File: config.mk
export PLATFORM = sky130hd
export DESIGN_NAME = unified_mem_arb
export DESIGN_NICKNAME = d
export VERILOG_FILES = /design/src/rtl/unified_mem_arb.sv
export SDC_FILE = /design/constraint.sdc
export NUM_CORES = 1
export LEC_CHECK = 0
export ABC_AREA = 1
export CAP_MARGIN = 20
export CELL_PAD_IN_SITES_DETAIL_PLACEMENT = 2
export CELL_PAD_IN_SITES_GLOBAL_PLACEMENT = 2
export CORE_ASPECT_RATIO = 1.2
export CORE_MARGIN = 5
export CORE_UTILIZATION = 23
export DETAILED_ROUTE_END_ITERATION = 16
export PLACE_DENSITY_LB_ADDON = 0.1
export SYNTH_ARGS = -nofsm -noshare
export SYNTH_HDL_FRONTEND = slang
export SYNTH_SLANG_ARGS = --single-unit
export TNS_END_PERCENT = 50
File: constraint.sdc
create_clock -name clk -period 2.02 [get_ports clk]
set_input_delay 0.404 -clock clk [delete_from_list [all_inputs] [get_ports clk]]
set_output_delay 0.404 -clock clk [all_outputs]
set_load 0.05 [all_outputs]
File: src/rtl/unified_mem_arb.sv
// ---------------------------------------------------------------------------
// unified_mem_arb
//   Shares one single-port RAM between the instruction-fetch requester and
//   the data requester. Each access holds mem_ce for WAIT_CYCLES cycles.
//   The read data is registered and an ack pulses for one cycle when the
//   access completes. stall stays high while any request is unserved.
//
//   Optional feature macro: UNIFIED_MEM_ARB_FAIR_EN
//     undefined : strict data-over-fetch priority.
//     defined   : when both requests are eligible at the same edge, the
//                 requester not served last wins (last_grant flop, reset = data).
//
// Parameters
//   WAIT_CYCLES  memory access cycles with mem_ce high (legal 1..15)
//   ADDR_W       address width
//   DATA_W       data width
//
// Ports
//   clk, rst                    rising-edge clock, async active-low reset
//   if_req/if_addr              fetch request (level, held until if_ack)
//   if_rdata/if_ack             registered fetch data, 1-cycle completion
//   d_req/d_we/d_addr/d_wdata   data request (level, held until d_ack)
//   d_rdata/d_ack               registered load data, 1-cycle completion
//   mem_ce/mem_we/mem_addr/
//   mem_wdata/mem_rdata         single-port RAM interface
//   stall                       any request still waiting for its ack
// ---------------------------------------------------------------------------
module unified_mem_arb #(
  parameter int unsigned WAIT_CYCLES = 1,
  parameter int unsigned ADDR_W      = 32,
  parameter int unsigned DATA_W      = 32
) (
  input  logic              clk,
  input  logic              rst,
  input  logic              if_req,
  input  logic [ADDR_W-1:0] if_addr,
  output logic [DATA_W-1:0] if_rdata,
  output logic              if_ack,
  input  logic              d_req,
  input  logic              d_we,
  input  logic [ADDR_W-1:0] d_addr,
  input  logic [DATA_W-1:0] d_wdata,
  output logic [DATA_W-1:0] d_rdata,
  output logic              d_ack,
  output logic              mem_ce,
  output logic              mem_we,
  output logic [ADDR_W-1:0] mem_addr,
  output logic [DATA_W-1:0] mem_wdata,
  input  logic [DATA_W-1:0] mem_rdata,
  output logic              stall
);

  typedef enum logic [1:0] {
    IDLE   = 2'd0,
    BUSY_I = 2'd1,
    BUSY_D = 2'd2
  } state_t;

  localparam logic [3:0] CNT_INIT = 4'(WAIT_CYCLES - 1);

  state_t              r_state;
  state_t              w_state_nxt;
  logic [3:0]          r_cnt;
  logic                r_if_ack;
  logic                r_d_ack;
  logic [DATA_W-1:0]   r_if_rdata;
  logic [DATA_W-1:0]   r_d_rdata;
  logic                r_mem_we;
  logic [ADDR_W-1:0]   r_mem_addr;
  logic [DATA_W-1:0]   r_mem_wdata;

  logic                w_if_elig;
  logic                w_d_elig;
  logic                w_pick_d;
  logic                w_grant_i;
  logic                w_grant_d;
  logic                w_done;

  // A requester whose ack is visible this cycle is dropping its request;
  // it must not be granted again at this edge.
  assign w_if_elig = if_req & ~r_if_ack;
  assign w_d_elig  = d_req  & ~r_d_ack;

`ifdef UNIFIED_MEM_ARB_FAIR_EN
  // 0 = data served last, 1 = fetch served last.
  logic r_last_grant;

  assign w_pick_d = w_d_elig & (~w_if_elig | r_last_grant);

  always_ff @(posedge clk or negedge rst) begin
    if (!rst) begin
      r_last_grant <= 1'b0;
    end else if (w_grant_d) begin
      r_last_grant <= 1'b0;
    end else if (w_grant_i) begin
      r_last_grant <= 1'b1;
    end
  end
`else
  assign w_pick_d = w_d_elig;
`endif

  // State register
  always_ff @(posedge clk or negedge rst) begin
    if (!rst) begin
      r_state <= IDLE;
    end else begin
      r_state <= w_state_nxt;
    end
  end

  // Next state and grant/complete strobes
  always_comb begin
    w_state_nxt = r_state;
    w_grant_i   = 1'b0;
    w_grant_d   = 1'b0;
    w_done      = 1'b0;
    unique case (r_state)
      IDLE: begin
        if (w_pick_d) begin
          w_grant_d   = 1'b1;
          w_state_nxt = BUSY_D;
        end else if (w_if_elig) begin
          w_grant_i   = 1'b1;
          w_state_nxt = BUSY_I;
        end
      end
      BUSY_I, BUSY_D: begin
        if (r_cnt == '0) begin
          w_done      = 1'b1;
          w_state_nxt = IDLE;
        end
      end
      default: w_state_nxt = IDLE;
    endcase
  end

  // Access datapath: request fields are captured only at grant and held
  // stable for the whole access.
  always_ff @(posedge clk or negedge rst) begin
    if (!rst) begin
      r_cnt       <= '0;
      r_if_ack    <= 1'b0;
      r_d_ack     <= 1'b0;
      r_if_rdata  <= '0;
      r_d_rdata   <= '0;
      r_mem_we    <= 1'b0;
      r_mem_addr  <= '0;
      r_mem_wdata <= '0;
    end else begin
      r_if_ack <= 1'b0;
      r_d_ack  <= 1'b0;
      if (w_grant_d) begin
        r_mem_addr  <= d_addr;
        r_mem_we    <= d_we;
        r_mem_wdata <= d_wdata;
        r_cnt       <= CNT_INIT;
      end else if (w_grant_i) begin
        r_mem_addr  <= if_addr;
        r_mem_we    <= 1'b0;
        r_mem_wdata <= '0;
        r_cnt       <= CNT_INIT;
      end else if (w_done) begin
        r_mem_we <= 1'b0;
        if (r_state == BUSY_I) begin
          r_if_ack   <= 1'b1;
          r_if_rdata <= mem_rdata;
        end else begin
          r_d_ack <= 1'b1;
          if (!r_mem_we) begin
            r_d_rdata <= mem_rdata;
          end
        end
      end else if (r_state != IDLE) begin
        r_cnt <= r_cnt - 4'd1;
      end
    end
  end

  assign mem_ce    = (r_state != IDLE);
  assign mem_we    = r_mem_we;
  assign mem_addr  = r_mem_addr;
  assign mem_wdata = r_mem_wdata;
  assign if_rdata  = r_if_rdata;
  assign if_ack    = r_if_ack;
  assign d_rdata   = r_d_rdata;
  assign d_ack     = r_d_ack;
  assign stall     = (if_req & ~r_if_ack) | (d_req & ~r_d_ack);

endmodule
==> results.py <==
metrics = {
    "detailed_routing": {
        "antenna_violating_nets_post_route": 0,
        "drc": 0,
        "vias_per_cell": 4.45,
        "drt_first_pass_iters": 4,
        "routedWlPerCell_microns": 18.8,
        "first_iter_violations": 81,
        "routed_wl_mm": 23.1,
        "num_vias": 5459,
    },
    "logic_synthesis": {
        "ys_ff_latch": 137,
        "synth_cell_type_count": 23,
        "synthCells": 626,
        "synth-edff-count": 0,
        "ys.flop_type": "dfrtp_1",
        "ys_warn_count": 0,
        "syn_area_per_cell_sq_um": 9.12,
        "synth_area_sq_um": 5710,
        "ys_seq_area_frac": 0.600,
        "synthArstFlopShare": 1.00,
        "synth_fp_nets": 762,
    },
    "final_layout": {
        "final.fill_count": 2736,
        "antennaDiodeCount": 0,
        "nets": 1024,
        "multi_input_area_sq_um": 2010,
        "syn2layout_area_growth_pct": 62.3,
        "register_area_sq_um": 3430,
        "drive_gt1_frac": 0.0932,
        "fin_util": 0.377,
        "final_cell_mix": "nand2_1 (244), dfrtp_1 (137), clkdlybuf4s50_1 (136)",
        "layout_commonest_cell": "nand2_1",
    },
    "global_route": {
        "grt_pass1_wl_mm": 36.9,
        "grt_start_max_net_pins": 85,
        "grt_pass1_vias": 6373,
        "grt_usage": 0.165,
        "antenna_found_initial": 1,
        "gr-total-overflow": 0,
    },
    "sta": {
        "hold_viol": 0,
        "tightest_slew_ps": 559,
        "fin_crit_sh": 0.978,
        "fmax_mhz": 506,
        "worst_slack_ps": 44.1,
        "slew_headroom": 0.629,
        "finClkSkew_ps": 13.7,
        "rsz0062_at_grt": "false",
        "maxSlewViolCount": 0,
        "hold_slack_ps": 466,
        "period_minus_slack_ps": 1980,
        "final-setup-viol-count": 0,
    },
    "critical_path": {
        "rrSetupSlack_ps": 260,
        "reg2reg_depth": 8,
        "crit_arrival_ps": 1570,
        "r2r_end": "if_rdata[15]",
        "cp_max_fo": 2,
        "cp.required_ps": 1620,
        "startpoint_type": "flop",
        "cp_slowest_cell": "clkdlybuf4s50_1",
        "critical-path-max-stage-delay_ps": 810,
        "crit_chain": "clkdlybuf4s50_1",
        "crit_path_end_kind": "output port",
        "rr_startpoint": "r_cnt[0]",
        "path_buf_inv": 1,
        "critPathKind": "reg -> out",
        "crit_family": "buffers and inverters",
    },
    "clock_network": {
        "htree_levels": 4,
        "post-cts-setup-buffer-count": 0,
        "clk_latency_ps": 420,
        "clockBufferDepth": 2,
        "root_buffer": "clkbuf_16",
        "clkSlewWorstSetupHoldPaths_ps": 60,
        "cts_sinks": 137,
        "cts_tree": "done",
        "cts_buffers": 17,
    },
    "placement": {
        "gp_congestion": 0.703,
        "pre_cts_ws_ps": -137,
        "io_buffers": 265,
        "dpl.hpwl_mm": 17.0,
    },
    "job": {
        "max_cap_violations": 0,
    },
    "floorplan": {
        "num_rows": 63,
        "die_area_sq_um": 28100,
        "fp.dieW_microns": 154,
        "io_pins": 266,
        "core_area_sq_um": 24600,
        "fp.dieH_microns": 183,
        "start_util": 0.232,
    },
    "hold_path": {
        "whs_endpoint": "d_rdata[11]",
        "hp-start": "d_rdata[11]",
        "min_path_cells": 2,
        "hp-class": "reg -> reg",
    },
    "power": {
        "power.share.clock": 0.174,
        "combPwrFrac": 0.556,
        "power.density_nw_per_um2": 1840,
        "switching_share": 0.519,
        "p_leak_uw": 0.00498,
        "p_seq_frac": 0.270,
        "p_int_uw": 8220,
        "ir_drop_mv": 0.645,
        "switchingPower_uw": 8870,
    },
    "outcome": {
        "status": "complete, no violations",
    },
}
-- kinds of logic after synthesis --
kind of cell	share of synthesized area
and+or+nand+nor	0.262
DFF	0.600
AOI/OAI and AO/OA	0.0806
buffers and inverters	0.0491
adders and majority gates	0.00657
xor gates and xnor gates	0.00153
-- power by group through the flow --
stage          combinational, uW  clock [uW]  sequential, uW
6_report                    9490        2970            4620
5_1_grt                    10100        3190            4790
4_1_cts                     9690        3080            4660
3_5_place_dp               10100           0            4720
3_3_place_gp                9890           0            4660
2_1_floorplan               2480           0            8480
-- state kept, by name, indices dropped and copies added (netlist names) --
signal / cells
mem_wdata: 32
d_ack: 1
r_cnt: 4
r_state: 2
d_rdata: 32
if_rdata: 32
if_ack: 1
mem_addr: 32
mem_we: 1
-- routing by layer --
metal	global-route usage	vias to the layer above	wire length (microns)
met3	0.0572	19	1560
li1	-	2558	-
met5	0	-	13
met4	0.0406	2	289
met1	0.194	2713	9390
met2	0.287	167	11800
-- worst max-delay path by stage --
stage	start	endpoint	slack, ps	cells past startpoint
final	mem_wdata[29]	mem_wdata[29]	40	1
after global routing	mem_wdata[29]	mem_wdata[29]	1	1
after CTS	mem_addr[20]	mem_addr[20]	1	1
after detailed placement	d_req	if_rdata[15]	-140	8
after global placement	d_req	if_rdata[25]	-20	8
after floorplan	d_ack	mem_addr[22]	240	9
-- synth_stat cells (2+ instances only) --
master | n | area share
buf_2 | 22 | 0.019
clkbuf_1 | 7 | 0.0046
buf_4 | 8 | 0.011
o21ai_1 | 17 | 0.015
a22o_1 | 32 | 0.049
nor2_1 | 69 | 0.045
nand2_4 | 2 | 0.0039
nand2_1 | 244 | 0.16
ha_1 | 3 | 0.0066
nand3_1 | 8 | 0.0070
inv_1 | 13 | 0.0085
dfrtp_1 | 137 | 0.60
nand4_1 | 32 | 0.035
inv_2 | 5 | 0.0033
o21ai_0 | 19 | 0.017
-- tightest hold or removal path: cells and delay by family (launching register included) --
family	cells	cell delay (ps)
flip-flops	1	340
AND/OR/NAND/NOR	2	100
-- repair_timing --
item / 4_1_cts / 5_1_grt
setup endpoints to repair: 82 / 26
hold endpoints to repair: 35 / 0
cloned: 0 / 0
gates resized for setup: 82 / 26
hold buffers: 1 / 0
-- metrics by stage --
stage	TNS [ps]	instances	total power (uW)	area, sq um
after floorplan	0	626	11000	5710
after global placement	-61.6	1193	14500	8740
after detailed placement	-3080	1193	14800	8740
after CTS	0	1226	17400	9200
after global routing	0	1226	18100	9270
final	0	1226	17100	9270
-- layout make-up --
| cell class | instances | share of cell area |
|---|---|---|
| Sequential cell | 137 | 0.370 |
| Timing Repair Buffer | 282 | 0.302 |
| Multi-Input combinational cell | 432 | 0.217 |
| Clock buffer | 19 | 0.0478 |
| Tap cell | 325 | 0.0439 |
| Clock inverter | 13 | 0.0119 |
| Inverter | 18 | 0.00756 |
Power figures use the tool's default switching activity.
